[config.mk]
export PLATFORM = sky130hd
export DESIGN_NAME = mem_pkt_gate
export DESIGN_NICKNAME = d
export VERILOG_FILES = /design/src/rtl/mem_pkt_gate_pkg.sv /design/src/rtl/mem_pkt_gate_fifo.sv /design/src/rtl/mem_pkt_gate.sv
export SDC_FILE = /design/constraint.sdc
export NUM_CORES = 1
export LEC_CHECK = 0
export ABC_AREA = 1
export ABC_CLOCK_PERIOD_IN_PS = 4400
export CAP_MARGIN = 30
export CORE_ASPECT_RATIO = 2
export CORE_MARGIN = 1
export CORE_UTILIZATION = 55
export DETAILED_ROUTE_END_ITERATION = 16
export PLACE_DENSITY = 0.76
export SLEW_MARGIN = 0
export SYNTH_ARGS = -nofsm -noshare
export SYNTH_HDL_FRONTEND = slang
export SYNTH_HIERARCHICAL = 1
export SYNTH_SLANG_ARGS = --single-unit
[constraint.sdc]
create_clock -name chipset_clk -period 4.4 [get_ports chipset_clk]
set_clock_uncertainty 0.1 [all_clocks]
set_input_delay 0.66 -clock chipset_clk [delete_from_list [all_inputs] [get_ports chipset_clk]]
set_output_delay 0.66 -clock chipset_clk [all_outputs]
set_load 0.1 [all_outputs]
[src/rtl/mem_pkt_gate_pkg.sv]
// mem_pkt_gate_pkg: FSM state types and header length extraction shared by the packet gate
package mem_pkt_gate_pkg;
  localparam int LEN_W = 8;
  typedef enum logic {IN_HDR, IN_BODY} in_state_e;
  typedef enum logic {OUT_HDR, OUT_BODY} out_state_e;
  function automatic logic [LEN_W-1:0] len_of(input logic [255:0] flit, input int msb, input int lsb);
    logic [255:0] m;
    m = (256'(1) << (msb - lsb + 1)) - 256'(1);
    return LEN_W'((flit >> lsb) & m);
  endfunction
endpackage

[src/rtl/mem_pkt_gate_fifo.sv]
// mem_pkt_gate_fifo: flop-based circular buffer with wrap-bit pointers, full/empty/count
module mem_pkt_gate_fifo #(
  parameter int DATA_W = 64,
  parameter int DEPTH = 16,
  localparam int AW = $clog2(DEPTH)
) (
  input  logic              clk,
  input  logic              rst,
  input  logic              wr_en,
  input  logic [DATA_W-1:0] wr_data,
  input  logic              rd_en,
  output logic [DATA_W-1:0] rd_data,
  output logic              full,
  output logic              empty,
  output logic [AW:0]       count
);
  localparam logic [AW:0] ONE = (AW+1)'(1);
  logic [DATA_W-1:0] mem_q [DEPTH];
  logic [AW:0] wr_ptr_q, wr_ptr_d, rd_ptr_q, rd_ptr_d;
  always_comb begin
    wr_ptr_d = wr_en ? wr_ptr_q + ONE : wr_ptr_q;
    rd_ptr_d = rd_en ? rd_ptr_q + ONE : rd_ptr_q;
  end
  always_ff @(posedge clk) begin
    if (rst) begin
      wr_ptr_q <= '0;
      rd_ptr_q <= '0;
    end else begin
      wr_ptr_q <= wr_ptr_d;
      rd_ptr_q <= rd_ptr_d;
    end
  end
  always_ff @(posedge clk) begin
    if (wr_en) mem_q[wr_ptr_q[AW-1:0]] <= wr_data;
  end
  assign rd_data = mem_q[rd_ptr_q[AW-1:0]];
  assign count = wr_ptr_q - rd_ptr_q;
  assign empty = wr_ptr_q == rd_ptr_q;
  assign full = (wr_ptr_q[AW] != rd_ptr_q[AW]) && (wr_ptr_q[AW-1:0] == rd_ptr_q[AW-1:0]);
endmodule

[src/rtl/mem_pkt_gate.sv]
// mem_pkt_gate: store-and-forward packet gate in front of the MC, egress held until init_done; MEM_PKT_GATE_STATS_EN adds packet counters
module mem_pkt_gate
  import mem_pkt_gate_pkg::*;
#(
  parameter int DATA_W = 64,
  parameter int DEPTH = 16,
  parameter int LEN_MSB = 29,
  parameter int LEN_LSB = 22
) (
  input  logic              chipset_clk,
  input  logic              chipset_rst,
  input  logic              init_done,
  input  logic [DATA_W-1:0] flit_in_data,
  input  logic              flit_in_val,
  output logic              flit_in_rdy,
  output logic [DATA_W-1:0] flit_out_data,
  output logic              flit_out_val,
  input  logic              flit_out_rdy,
  output logic              err_oversize,
  output logic [31:0]       stat_pkts_in,
  output logic [31:0]       stat_pkts_out
);
  localparam int AW = $clog2(DEPTH);
  localparam logic [AW:0] ONE = (AW+1)'(1);
  localparam logic [AW:0] LAST = (AW+1)'(DEPTH - 1);
  localparam logic [LEN_W-1:0] ONE_L = LEN_W'(1);
  in_state_e in_state_q, in_state_d;
  out_state_e out_state_q, out_state_d;
  logic [LEN_W-1:0] rem_in_q, rem_in_d, rem_out_q, rem_out_d, in_len, out_len;
  logic [AW:0] pkt_ready_q, pkt_ready_d, count;
  logic over_q, over_d, err_q, err_d, rdy_q, rdy_d, hold_q, hold_d;
  logic push, pop, commit, start, in_last, out_last, oversize, full, empty;
  mem_pkt_gate_fifo #(.DATA_W(DATA_W), .DEPTH(DEPTH)) u_fifo (
    .clk(chipset_clk),
    .rst(chipset_rst),
    .wr_en(push),
    .wr_data(flit_in_data),
    .rd_en(pop),
    .rd_data(flit_out_data),
    .full(full),
    .empty(empty),
    .count(count)
  );
  assign push = flit_in_val && rdy_q;
  assign pop = flit_out_val && flit_out_rdy;
  assign in_len = len_of(256'(flit_in_data), LEN_MSB, LEN_LSB);
  assign out_len = len_of(256'(flit_out_data), LEN_MSB, LEN_LSB);
  assign oversize = 32'(in_len) >= DEPTH;
  assign in_last = push && (in_state_q == IN_HDR ? in_len == '0 : rem_in_q == ONE_L);
  assign out_last = pop && (out_state_q == OUT_HDR ? out_len == '0 : rem_out_q == ONE_L);
  assign start = pop && out_state_q == OUT_HDR;
  always_ff @(posedge chipset_clk) begin
    if (chipset_rst) begin
      in_state_q <= IN_HDR;
      out_state_q <= OUT_HDR;
      rem_in_q <= '0;
      rem_out_q <= '0;
      pkt_ready_q <= '0;
      over_q <= 1'b0;
      err_q <= 1'b0;
      rdy_q <= 1'b0;
      hold_q <= 1'b0;
    end else begin
      in_state_q <= in_state_d;
      out_state_q <= out_state_d;
      rem_in_q <= rem_in_d;
      rem_out_q <= rem_out_d;
      pkt_ready_q <= pkt_ready_d;
      over_q <= over_d;
      err_q <= err_d;
      rdy_q <= rdy_d;
      hold_q <= hold_d;
    end
  end
  always_comb begin
    in_state_d = push ? (in_last ? IN_HDR : IN_BODY) : in_state_q;
    out_state_d = pop ? (out_last ? OUT_HDR : OUT_BODY) : out_state_q;
  end
  always_comb begin
    rem_in_d = !push ? rem_in_q : in_state_q == IN_HDR ? in_len : rem_in_q - ONE_L;
    over_d = push && in_state_q == IN_HDR ? oversize : over_q;
    commit = push && (in_state_q == IN_HDR ? (in_len == '0 || oversize) : (rem_in_q == ONE_L && !over_q));
    err_d = err_q || (push && in_state_q == IN_HDR && oversize);
    rem_out_d = !pop ? rem_out_q : out_state_q == OUT_HDR ? out_len : rem_out_q - ONE_L;
    pkt_ready_d = pkt_ready_q + (commit ? ONE : '0) - (start ? ONE : '0);
    rdy_d = pop ? 1'b1 : push ? count != LAST : !full;
    hold_d = flit_out_val && !flit_out_rdy;
  end
  always_comb begin
    flit_out_val = !empty && (out_state_q == OUT_BODY || (pkt_ready_q != '0 && (init_done || hold_q)));
    flit_in_rdy = rdy_q;
    err_oversize = err_q;
  end
`ifdef MEM_PKT_GATE_STATS_EN
  logic [31:0] st_in_q, st_in_d, st_out_q, st_out_d;
  always_comb begin
    st_in_d = st_in_q + 32'(commit);
    st_out_d = st_out_q + 32'(out_last);
  end
  always_ff @(posedge chipset_clk) begin
    if (chipset_rst) begin
      st_in_q <= '0;
      st_out_q <= '0;
    end else begin
      st_in_q <= st_in_d;
      st_out_q <= st_out_d;
    end
  end
  assign stat_pkts_in = st_in_q;
  assign stat_pkts_out = st_out_q;
`else
  assign stat_pkts_in = 32'd0;
  assign stat_pkts_out = 32'd0;
`endif
endmodule

==> results of run 1 <==
==> registers in the layout, indices dropped and copies added (netlist names), named ones only <==
register and count:
u_fifo/mem_q 1024, rem_in_q 8, rem_out_q 8, pkt_ready_q 5, u_fifo/rd_ptr_q 5, u_fifo/wr_ptr_q 5
err_oversize 1, flit_in_rdy 1, hold_q 1, in_state_q 1, out_state_q 1, over_q 1
==> where the power goes <==
group	switching [W]	leakage, nW	internal [W]	total [W]
Sequential	0.0000562	9.56	0.0112	0.0112
Clock	0.00345	1.39	0.00443	0.00788
Combinational	0.00191	11.0	0.000642	0.00255
Total	0.00541	22.0	0.0163	0.0217
==> synthesized netlist by cell type, drive strengths merged (2+ instances only) <==
master and number:
nand2 1408, a31oi 2, nand4 7, ha 19, edfxtp 1024, nor3 4, nor2 57, clkbuf 19
inv 829, a21oi 34, nand3 791, xnor2 2, dfxtp 41, o211ai 5, o21ai 28, xor2 6
fa 2, o31ai 2, buf 264
==> final cells by class <==
class / instances / share of cell area [%]
Antenna cell: 8 / 0.03847
Clock inverter: 48 / 1.034
Tap cell: 1071 / 2.575
Timing Repair Buffer: 202 / 4.645
Multi-Input combinational cell: 2434 / 20.54
Clock buffer: 105 / 4.433
Sequential cell: 1065 / 60.69
Inverter: 829 / 6.039
==> stage by stage <==
step	hold WS (ns)	std cells	utilization [%]	setup TNS [ns]	power, W
finish	0.3535	5762	61.62	0	0.02166
global route	0.3907	5762	61.62	0	0.02229
CTS	0.3508	5754	61.60	0	0.02177
detailed placement	0.3375	5601	58.23	0	0.01400
global placement	0.3335	5601	58.23	0	0.01395
floorplan	0.3213	4611	-	-475.85	0.01336
==> cells in the final DEF (no fill, tap or decap), types with 3 or more instances in the layout <==
cell type / n
nand2_1: 1405
buf_4: 74
a21oi_1: 32
clkdlybuf4s50_1: 70
dfxtp_1: 37
clkbuf_16: 89
xor2_1: 6
clkinv_2: 17
dfxtp_4: 4
clkbuf_1: 14
conb_1: 64
diode_2: 8
edfxtp_1: 1024
clkinvlp_4: 3
nor3_1: 3
inv_1: 823
nor2_4: 18
clkinv_1: 14
nand4_1: 7
nand3_1: 790
o21ai_0: 25
ha_1: 19
o211ai_1: 5
buf_12: 58
nor2_1: 38
bufinv_16: 12
==> worst max path at each step <==
stage	startpoint	endpoint	slack, ns	cells past startpoint
floorplan	flit_in_rdy	u_fifo/mem_q[11][0]	-0.57	5
global placement	flit_in_data[27]	pkt_ready_q[4]	0.80	15
detailed placement	flit_in_data[29]	pkt_ready_q[4]	0.86	15
CTS	register	flit_out_data[25]	0.27	8
global route	register	flit_out_data[25]	0.11	8
finish	register	flit_out_data[25]	0.33	8
==> logic make-up (layout without fill, tap and decap cells) <==
group                    count (synthesis)  count (layout)  share of synthesized area [%]
other                                    1              72                       0.008004
buffers and inverters                 1112            1184                          10.56
AND/OR/NAND/NOR                       2269            2269                          20.46
adder cells (fa/ha/maj)                 21              21                         0.5928
XOR/XNOR                                 8               8                         0.1496
flip-flops                            1065            1065                          67.38
AO/OA/AOI/OAI                           72              72                         0.8412
==> per-layer routing <==
layer	part of all wire, %	GRT usage (%)	routed length, um	vias up
met4	4.9	14.33	5370	4
met1	36	29.48	39330	15100
met2	52	45.37	57080	1425
li1	-	-	-	14650
met3	7.3	3.608	8046	304
met5	0.021	0	23	-
==> worst max-delay path: stages, from the launching register on <==
cell,delay [ns]
dfxtp_4,0.75
buf_4,0.77
nand2_1,0.13
nand2_1,0.10
nand2_1,0.05
nand3_1,0.14
nand3_1,0.11
nand2_1,0.24
buf_4,0.34
==> summary.txt, run 1 <==
status: finished, final reports clean
CTS buffer count: 85
GRT overflow: 0
total clock sinks: 1065
share of cells above drive strength 1: 6.278%
worst-path maximum fanout: 71
final wirelength: 109900 um
VDD IR max: 0.0003523 V
cts repair resizes: 0
worst path required time: 3.64 ns
Area contributors post-synth: edfxtp_1 66%, nand2_1 11%, nand3_1 8.4%, inv_1 6.6%, dfxtp_1 1.8%
CP startpoint kind: register
TritonCTS clock tree: yes
Highest Clock Rate: 245.9 MHz
Hold WC Path Type: register to register
sequential cell area: 0.03159 mm2
worst skew pair latency: 0.65 ns
Leak: 21.96 nW
max-slew violations: 0
Die Area: 0.08643 mm2
largest net degree at the start of global routing: 172
slew at the pin closest to its max-slew limit: 0.9809 ns
Hold Buf Count CTS: 0
post-synthesis cell count: 4548
vias: 31480
H-tree depth: 3
Die Width: 208.4 um
CTS max path bufs: 3
R2R depth: 17
cell row count: 151
dominant synthesized flop cell: edfxtp_1
GRT Total Usage: 25.54%
clk slew on worst S/H paths: 0.07 ns
worst reg2reg setup slack: 1.11 ns
GP Congestion: 0.8442
Max Cap Viol: 0
CP Capture Type: output pin
Critical R2R Launch: u_fifo/wr_ptr_q[0]
EDFF count, synth: 1024
design area: 0.05204 mm2
HP Start: rem_in_q[7]
unrepaired setup endpoints after global routing: no
vias in the first global route: 31210
Synth Area per Inst: 10.30 um2
sequential-to-total area share from yosys stat: 67.38%
# fillers: 6281
port bufs: 135
Hold Path End: rem_in_q[7]
first drt pass iteration count: 6
Core Area: 0.08445 mm2
Hold Path Depth: 1
Initial Util: 55.48%
Pwr Density: 416.3 mW/mm2
initial antenna violation count: 11
post-placement cell area: 0.04918 mm2
r2r endpoint: pkt_ready_q[4]
post-route ant nets: 0
Yosys top cell by area: edfxtp_1
Layout Nets: 4707
Area Overhead vs Synth: 11.07%
Final Hold Viols: 0
Crit Path Category: register to output pin
Root Buffer: clkbuf_16
Slew headroom: 34.60%
Starting DRT DRC Count: 2860
detail-routed via count per cell: 5.464
Final period util: 92.41%
Yosys top cell area share: 65.63%
synthesized flop and latch total: 1065
DP Worst Slack: 0.8638 ns
endpoints failing setup: 0
postcts setup bufs: 0
post-synth cell types: 37
Post-DP HPWL: 57450 um
multi-input logic area: 0.01069 mm2
I/O pin cnt: 200
Final WS setup: 0.3339 ns
per-cell routed wire length: 19.06 um
CP arrival: 3.31 ns
Post-synth ARST share: 0%
synth warn: 6
Final Critical Period: 4.066 ns
Post-Syn Area: 0.04685 mm2
first-pass GRT wire length: 169100 um
chip height: 414.8 um
post-route DRC violation count: 0
Power figures use the tool's default switching activity.
==> run 2, diff against run 1 <==
Settings changed: SKIP_CTS_REPAIR_TIMING set to 1.
==> results of run 2 <==
Final layout, timing and power as in run 1 (identical DEF).
